<file path="config.mk">
export PLATFORM = sky130hd
export DESIGN_NAME = pipe_hazard_ctrl
export DESIGN_NICKNAME = d
export VERILOG_FILES = /design/src/rtl/pipe_hazard_ctrl_pkg.sv /design/src/rtl/pipe_hazard_ctrl.sv
export SDC_FILE = /design/constraint.sdc
export NUM_CORES = 1
export LEC_CHECK = 0
export BUFFER_PORTS_ARGS = -buffer_cell sky130_fd_sc_hd__buf_4
export CAP_MARGIN = 30
export CORE_UTILIZATION = 40
export CTS_BUF_LIST = sky130_fd_sc_hd__clkbuf_8
export DETAILED_ROUTE_END_ITERATION = 8
export GPL_TIMING_DRIVEN = 0
export PLACE_DENSITY = 0.68
export SETUP_SLACK_MARGIN = 0.4
export SLEW_MARGIN = 30
export SYNTH_ARGS = -nofsm -noshare
export SYNTH_HDL_FRONTEND = slang
export SYNTH_SLANG_ARGS = --single-unit
</file>
<file path="constraint.sdc">
create_clock -name clk_sys_i -period 2.8 [get_ports clk_sys_i]
set_input_delay 0.28 -clock clk_sys_i [delete_from_list [all_inputs] [get_ports clk_sys_i]]
set_output_delay 0.28 -clock clk_sys_i [all_outputs]
set_load 0.01 [all_outputs]
</file>
<file path="src/rtl/pipe_hazard_ctrl_pkg.sv">
// Shared types, defaults and helpers for the IF/ID/EX hazard sequencer.
package pipe_hazard_ctrl_pkg;

  localparam int unsigned REG_ADDR_W         = 5;
  localparam int unsigned FLUSH_CYCLES_DEF   = 2;
  localparam int unsigned LOAD_USE_STALL_DEF = 1;
  localparam int unsigned MULDIV_MAX_DEF     = 70;
  localparam int unsigned PERF_W_DEF         = 32;

  typedef enum logic [1:0] {
    HZ_RUN     = 2'd0,
    HZ_LDSTALL = 2'd1,
    HZ_MDWAIT  = 2'd2,
    HZ_FLUSH   = 2'd3
  } hz_state_e;

  // Source operands of the instruction sitting in ID
  typedef struct packed {
    logic [REG_ADDR_W-1:0] rs1_addr;
    logic [REG_ADDR_W-1:0] rs2_addr;
    logic                  rs1_used;
    logic                  rs2_used;
  } id_src_t;

  // Destination status of the instruction sitting in EX
  typedef struct packed {
    logic                  valid;
    logic [REG_ADDR_W-1:0] rd;
    logic                  is_load;
  } ex_dst_t;

  // A load in EX writes a register that ID reads next cycle; x0 never hazards
  function automatic logic load_use_hazard(input id_src_t id, input ex_dst_t ex);
    logic rs1_hit;
    logic rs2_hit;
    rs1_hit = id.rs1_used && (id.rs1_addr == ex.rd);
    rs2_hit = id.rs2_used && (id.rs2_addr == ex.rd);
    return ex.valid && ex.is_load && (ex.rd != '0) && (rs1_hit || rs2_hit);
  endfunction

endpackage

</file>
<file path="src/rtl/pipe_hazard_ctrl.sv">
// Arbitrated pipeline sequencer: load-use stalls, mul/div waits with a
// watchdog, and branch/jump/trap flushes. Control outputs are Mealy.
module pipe_hazard_ctrl
  import pipe_hazard_ctrl_pkg::*;
#(
  parameter int unsigned FLUSH_CYCLES   = FLUSH_CYCLES_DEF,
  parameter int unsigned LOAD_USE_STALL = LOAD_USE_STALL_DEF,
  parameter int unsigned MULDIV_MAX     = MULDIV_MAX_DEF,
  parameter int unsigned PERF_W         = PERF_W_DEF
) (
  input  logic                  clk_sys_i,
  input  logic                  rst_n_i,
  input  logic [REG_ADDR_W-1:0] id_rs1_addr_i,
  input  logic [REG_ADDR_W-1:0] id_rs2_addr_i,
  input  logic                  id_rs1_used_i,
  input  logic                  id_rs2_used_i,
  input  logic                  ex_valid_i,
  input  logic [REG_ADDR_W-1:0] ex_rd_i,
  input  logic                  ex_is_load_i,
  input  logic                  ex_muldiv_start_i,
  input  logic                  ex_muldiv_done_i,
  input  logic                  ex_redirect_i,
  input  logic                  trap_i,
  output logic                  pause_o,
  output logic                  bubble_o,
  output logic                  ex_hold_o,
  output logic                  flush_o,
  output logic                  muldiv_kill_o,
  output logic                  err_o,
  output logic [PERF_W-1:0]     stall_cnt_o
);

  // Shared down-counter only ever holds a reload value minus one
  localparam int unsigned CNT_MAX  = (FLUSH_CYCLES > LOAD_USE_STALL) ? FLUSH_CYCLES : LOAD_USE_STALL;
  localparam int unsigned CNT_W    = (CNT_MAX > 1) ? $clog2(CNT_MAX) : 1;
  localparam int unsigned WDOG_W   = (MULDIV_MAX > 1) ? $clog2(MULDIV_MAX) : 1;

  localparam logic [CNT_W-1:0]  FLUSH_RELOAD = CNT_W'(FLUSH_CYCLES - 1);
  localparam logic [CNT_W-1:0]  LU_RELOAD    = CNT_W'(LOAD_USE_STALL - 1);
  localparam logic [WDOG_W-1:0] WDOG_LAST    = WDOG_W'(MULDIV_MAX - 1);

  // Single-cycle windows stay in RUN instead of entering a counting state
  localparam hz_state_e REDIR_TGT = (FLUSH_CYCLES > 1)   ? HZ_FLUSH   : HZ_RUN;
  localparam hz_state_e LU_TGT    = (LOAD_USE_STALL > 1) ? HZ_LDSTALL : HZ_RUN;

  hz_state_e         state_q, state_d;
  logic [CNT_W-1:0]  cnt_q, cnt_d, cnt_dec;
  logic [WDOG_W-1:0] wdog_q, wdog_d;
  logic              err_q, err_d;
  logic [PERF_W-1:0] stall_cnt_q;

  logic pause_c, bubble_c, hold_c, flush_c, kill_c;
  logic redirect_any, lu;

  id_src_t id_src;
  ex_dst_t ex_dst;

  // Bundle decode/execute status for the hazard check
  assign id_src = '{rs1_addr: id_rs1_addr_i, rs2_addr: id_rs2_addr_i,
                    rs1_used: id_rs1_used_i, rs2_used: id_rs2_used_i};
  assign ex_dst = '{valid: ex_valid_i, rd: ex_rd_i, is_load: ex_is_load_i};

  assign lu           = load_use_hazard(id_src, ex_dst);
  assign redirect_any = trap_i | ex_redirect_i;
  assign cnt_dec      = cnt_q - CNT_W'(1);

  // Next-state and Mealy control decode; trap > redirect > mul/div > load-use
  always_comb begin
    state_d  = state_q;
    cnt_d    = cnt_q;
    wdog_d   = wdog_q;
    err_d    = err_q;
    pause_c  = 1'b0;
    bubble_c = 1'b0;
    hold_c   = 1'b0;
    flush_c  = 1'b0;
    kill_c   = 1'b0;

    unique case (state_q)
      HZ_RUN: begin
        if (redirect_any) begin
          flush_c = 1'b1;
          cnt_d   = FLUSH_RELOAD;
          state_d = REDIR_TGT;
        end else if (ex_muldiv_start_i) begin
          wdog_d  = '0;
          state_d = HZ_MDWAIT;
        end else if (lu) begin
          pause_c  = 1'b1;
          bubble_c = 1'b1;
          cnt_d    = LU_RELOAD;
          state_d  = LU_TGT;
        end
      end

      HZ_LDSTALL: begin
        if (redirect_any) begin
          flush_c = 1'b1;
          cnt_d   = FLUSH_RELOAD;
          state_d = REDIR_TGT;
        end else begin
          pause_c  = 1'b1;
          bubble_c = 1'b1;
          cnt_d    = cnt_dec;
          if (cnt_dec == '0) state_d = HZ_RUN;
        end
      end

      HZ_MDWAIT: begin
        // EX is frozen here, so only a trap can interrupt the wait
        if (trap_i) begin
          kill_c  = 1'b1;
          flush_c = 1'b1;
          cnt_d   = FLUSH_RELOAD;
          state_d = REDIR_TGT;
        end else if (ex_muldiv_done_i) begin
          state_d = HZ_RUN;
        end else begin
          pause_c = 1'b1;
          hold_c  = 1'b1;
          if (wdog_q == WDOG_LAST) begin
            kill_c  = 1'b1;
            err_d   = 1'b1;
            state_d = HZ_RUN;
          end else begin
            wdog_d = wdog_q + WDOG_W'(1);
          end
        end
      end

      HZ_FLUSH: begin
        flush_c = 1'b1;
        if (redirect_any) begin
          cnt_d = FLUSH_RELOAD;
        end else begin
          cnt_d = cnt_dec;
          if (cnt_dec == '0) state_d = HZ_RUN;
        end
      end

      default: state_d = HZ_RUN;
    endcase
  end

  // State, shared counter, watchdog and sticky error
  always_ff @(posedge clk_sys_i or negedge rst_n_i) begin
    if (!rst_n_i) begin
      state_q <= HZ_RUN;
      cnt_q   <= '0;
      wdog_q  <= '0;
      err_q   <= 1'b0;
    end else begin
      state_q <= state_d;
      cnt_q   <= cnt_d;
      wdog_q  <= wdog_d;
      err_q   <= err_d;
    end
  end

  // Saturating count of paused cycles
  always_ff @(posedge clk_sys_i or negedge rst_n_i) begin
    if (!rst_n_i) begin
      stall_cnt_q <= '0;
    end else if (pause_c && (stall_cnt_q != '1)) begin
      stall_cnt_q <= stall_cnt_q + PERF_W'(1);
    end
  end

  // Controls are forced low while reset is held, independent of inputs
  assign pause_o       = pause_c  & rst_n_i;
  assign bubble_o      = bubble_c & rst_n_i;
  assign ex_hold_o     = hold_c   & rst_n_i;
  assign flush_o       = flush_c  & rst_n_i;
  assign muldiv_kill_o = kill_c   & rst_n_i;
  assign err_o         = err_q;
  assign stall_cnt_o   = stall_cnt_q;

endmodule

</file>
## Word level (Yosys, flattened, before mapping)

Cells that the tools add are included.

| cells by class | value |
|---|---|
| reductions and logical operators | 16 |
| muxes and demuxes | 38 |
| equal/unequal tests | 18 |
| bitwise logic cells | 8 |
| add/subtract/negate cells | 3 |

Operators by type and width:

| kind | count |
|---|---|
| two-way mux 7 bit | 5 |
| adder 32 x 1 -> 32 bit (second input constant) | 1 |
| inequality test 32 bit (second input constant) | 1 |
| two-way mux 1 bit | 18 |
| two-way mux 2 bit | 9 |
| inequality test 2 bit (second input constant) | 7 |
| case mux 7 bit (2 select lines) | 1 |
| equality test 5 bit | 2 |
| case mux 1 bit (3 select lines) | 3 |
| inequality test 4 bit (second input constant) | 2 |
| case mux 2 bit (4 select lines) | 1 |
| adder 7 x 1 -> 7 bit (second input constant) | 1 |
| equality test 7 bit (second input constant) | 1 |
| logical AND 1 bit | 6 |
| inequality test 3 bit (second input constant) | 2 |
| AND reduction 3 bit | 2 |
| AND reduction 6 bit | 1 |
| AND 1 bit | 5 |
| nonzero test 5 bit | 1 |
| equality test 2 bit (second input constant) | 2 |
| AND reduction 4 bit | 1 |
| OR reduction 2 bit | 2 |
| equality test 2 x 1 -> 1 bit (second input constant) | 1 |
| logical NOT 2 bit | 1 |
| other kinds (6) | 7 |

| storage, ports and cells | value |
|---|---|
| logic and storage cells | 88 |
| flip-flop bits (word level) | 43 |
| output and inout port bits | 38 |
| input port bits | 25 |

## Logic depth before layout (Yosys ltp)

| logic depth | value |
|---|---|
| depth in word-level cells | 9 |
| mapped depth | 8 |
| gate-level depth less buffers | 8 |

## Worst setup path after synthesis

No wires, ideal clock.

| timing path | value |
|---|---|
| path kind | reg2reg |
| start | reg stall_cnt_q[0] (netlist: stall_cnt_o[0]) |
| end | reg stall_cnt_q[25] (netlist: stall_cnt_o[25]) |
| slack | 0.793 ns |
| cell stages (with the launch flop) | 8 |
| arrival | 1.880 ns |
| buffers on the path | 1 |
| library setup time | 0.128 ns |
| required time | 2.672 ns |
| clock period less this slack | 2.007 ns |
| cell sequence | dfrtp_1 ha_1 and4_1 and2_1 clkbuf_1 a2111oi_2 nand4_1 xnor2_1 |

| between the ends | value |
|---|---|
| cells in the longest elaborated chain, start to end | 2 |
| elaborated cells between the ends (all ways) | 3 |
| those cells by class | add/sub (1); eq/ne (1); reduce/logical (1) |

RTL lines:

| what | RTL line | source |
|---|---|---|
| start: declaration | pipe_hazard_ctrl.sv:50 | `logic [PERF_W-1:0] stall_cnt_q;` |
| start signal: assignment | pipe_hazard_ctrl.sv:165 | `stall_cnt_q <= stall_cnt_q + PERF_W'(1);` |
| branches (longest 2 deep; another with adder 32 x 1 -> 32 bit) | n/a |  |

Parallel ways; which one is timed is not known.
A chain may end at the register's enable or synchronous reset.

## Final worst setup path

| timing path | value |
|---|---|
| start | reg stall_cnt_q[9] (netlist: stall_cnt_o[9]) |
| end | reg stall_cnt_q[1] (netlist: stall_cnt_o[1]) |

| between the ends | value |
|---|---|
| cells in the longest elaborated chain, start to end | 2 |

RTL lines:

| what | RTL line | source |
|---|---|---|
| inequality test 32 bit | pipe_hazard_ctrl.sv:164 | `end else if (pause_c && (stall_cnt_q != '1)) begin` |
| logical AND 1 bit | pipe_hazard_ctrl.sv:164 |  |

Every way passes these cells.

==> results_dict.tcl <==
set metrics [dict create \
    status "completed" \
    wl_per_cell_um 14.9 \
    vias 2154 \
    p_per_area_mw_per_mm2 476 \
    cts.sinks 43 \
    hold_path_class "in2reg" \
    hold_path.startpoint "ex_redirect_i" \
    ys_ff_latch 43 \
    route.detailed.drc 0 \
    regToRegSetupSlack_ns 0.54 \
    die_w_um 81.0 \
    async_flop_share_pct 100 \
    num-fill-cells 561 \
    synth_warnings 0 \
    fin_crit_ns 2.26 \
    drv_cap 0 \
    h-tree-depth 2 \
    fin_ws_ns 0.537 \
    synth.net_count 282 \
    hold_violations 0 \
    hold_end "state_q[0]" \
    syn_inst 254 \
    grt_first_pass_wirelength_um 9530 \
    layout-drive-gt1-share_pct 27.0 \
    p_switching_mw 0.472 \
    cts_buffers 5 \
    ys.flop_type "dfrtp_1" \
    clk_latency_ns 0.30 \
    synth_area_mm2 0.00250 \
    initial_core_util_pct 42.0 \
    core.rowCount 28 \
    leakage_nw 1.46 \
    diodes 0 \
    p_comb_share_pct 23.5 \
    gr-usage-all-layers_pct 19.0 \
    design.core.area_mm2 0.00596 \
    fin_crit_sh_pct 80.8 \
    layout_common_cells "64 x buf_4, 43 x dfrtp_1, 30 x xnor2_1" \
    p_sw_share_pct 31.1 \
    nets 353 \
    skew_ns 0.0103 \
    fin_setup_tns_ns 0 \
    seq_power_share_pct 48.3 \
    die_area_mm2 0.00657 \
    ir_drop_v 0.000331 \
    drt_wl_total_um 5960 \
    io_buffers 61 \
    clk_pin_slew_ns 0.09 \
    reg2reg_to "stall_cnt_o[1]" \
    slew_headroom_pct 60.9 \
    cts_tree "yes" \
    grt_setup_unrepaired "false" \
    drt-initial-drc-count 70 \
    worstRegToRegCells 6 \
    dr.pass1.iters 4 \
    cts.root.buffer_cell "clkbuf_8" \
    dp_hpwl_um 4270 \
    die_height_um 81.0 \
    critPathRequiredTime_ns 2.99 \
    r2r-start "stall_cnt_o[9]" \
    area_growth_pct 27.7 \
    grt_pass1_vias 2040 \
    placed_cell_area_mm2 0.00305 \
    end_kind "register" \
    layout_commonest_cell "buf_4" \
    setup_violations 0 \
    crit_fanout 6 \
    routabilityCongestion 0.817 \
    yosysSeqAreaShare_pct 43.1 \
    clock.fmax_mhz 442 \
    cp-start-kind "register" \
    worstMarginPinSlew_ns 0.586 \
    final_area_mm2 0.00319 \
    ys_types 49 \
    hold_depth 3 \
    detail-route-antenna-nets 0 \
    antenna_found_initial 0 \
    synth_edf_count 0 \
    synth_area_per_cell_um2 9.84 \
    dp_slack_ns 0.392 \
    critPathArrivalTime_ns 2.46 \
    p_clk_share_pct 28.2 \
    clockBufferDepth 2 \
    io_pins 63 \
    worstSetupPathType "reg2reg" \
    via_per_inst 5.37 \
    grt-ovfl-total 0 \
    grt_max_degree 49 \
    slew_violations 0 \
    internal_power_mw 1.05 \
]
-- synthesized netlist by cell type, types with 5 or more instances --
library cell  count  area (µm²)
xnor2_1          30         263
nor3_1            6        30.0
xor2_1            8        70.1
and4_1            6        52.6
nand4_1          12        75.1
a21oi_1           6        30.0
inv_1             7        26.3
o21ai_0           7        35.0
and3_1           13        81.3
clkbuf_1          5        18.8
nand3_1          21         105
dfrtp_1          43        1080
and2_1            5        31.3
nor2_1           12        45.0
nand2_1          21        78.8
-- routing by layer --
layer  share of wire (%)  wire [µm]  up-vias  GRT usage [%]
met4                 1.3         76        0           5.54
met2                  47       2820       65           32.1
met1                  45       2670     1026           23.9
met3                 6.7        402        8           4.83
li1                    -          -     1055              -
met5                   0          0        -              0
-- flip-flops by register name, summed over array words and instances, names as in the netlist --
register,cells
cnt_q,1
state_q,2
wdog_q,7
err_o,1
stall_cnt_o,32
-- worst max-delay path by stage --
stage,from,end,slack (ns),cells after the start
after floorplan,stall_cnt_o[0],stall_cnt_o[25],0.79,7
after global placement,ex_rd_i[3],pause_o,0.42,8
after detailed placement,ex_rd_i[3],pause_o,0.39,8
after CTS,ex_rd_i[3],pause_o,0.45,8
after global routing,state_q[0],pause_o,0.40,7
final,stall_cnt_o[9],stall_cnt_o[1],0.54,6
-- area by class of cell --
class | count | area, µm² | share of cell area, %
multi-input cells | 194 | 1360 | 42.6
plain buffers | 10 | 53.8 | 1.69
inverters | 7 | 26.3 | 0.824
well taps | 75 | 93.8 | 2.94
flip-flops and latches | 43 | 1080 | 33.7
repair buffers | 64 | 483 | 15.1
clock buffers | 6 | 82.6 | 2.59
clock inverters | 2 | 16.3 | 0.510
-- stage by stage --
stage / total power, mW / cells / hold WS (ns) / utilization [%]
floorplan: 0.945 / 254 / -0.0156 / -
CTS: 1.53 / 399 / 0.307 / 53.1
global placement: 1.09 / 390 / 0.325 / 51.2
finish: 1.52 / 401 / 0.320 / 53.6
detailed placement: 1.10 / 390 / 0.323 / 51.2
global route: 1.60 / 401 / 0.339 / 53.6
-- logic make-up (layout without fill, tap and decap cells) --
logic type,after synthesis,count (layout),synth area share (%)
AOI/OAI and AO/OA,32,32,9.72
muxes,5,5,2.50
and+or+nand+nor,116,116,26.8
buffers and inverters,17,89,3.05
xor gates and xnor gates,38,38,13.3
DFF,43,43,43.1
adders and majority gates,3,3,1.50
-- worst max-delay path, stage by stage (launching register included) --
cell and delay, ns:
dfrtp_1 0.45, and4_1 0.30, nand3_2 0.19, nor4_4 0.50
nand2_1 0.21, nand2_1 0.17, mux2_2 0.34
-- what timing repair did --
action | 4_1_cts | 5_1_grt
setup endpoints to repair | 1 | 3
resized for setup | 2 | 1
pin swaps | 0 | 1
buffers inserted | 0 | 2
hold buffers | 1 | 0
hold endpoints to repair | 33 | 0
-- power by group through the flow --
stage / Sequential (mW) / Combinational, mW / Clock (mW)
2_1_floorplan: 0.746 / 0.199 / 0
3_3_place_gp: 0.742 / 0.345 / 0
3_5_place_dp: 0.745 / 0.353 / 0
4_1_cts: 0.733 / 0.356 / 0.442
5_1_grt: 0.742 / 0.396 / 0.462
6_report: 0.734 / 0.356 / 0.428
Power figures use the tool's default switching activity.
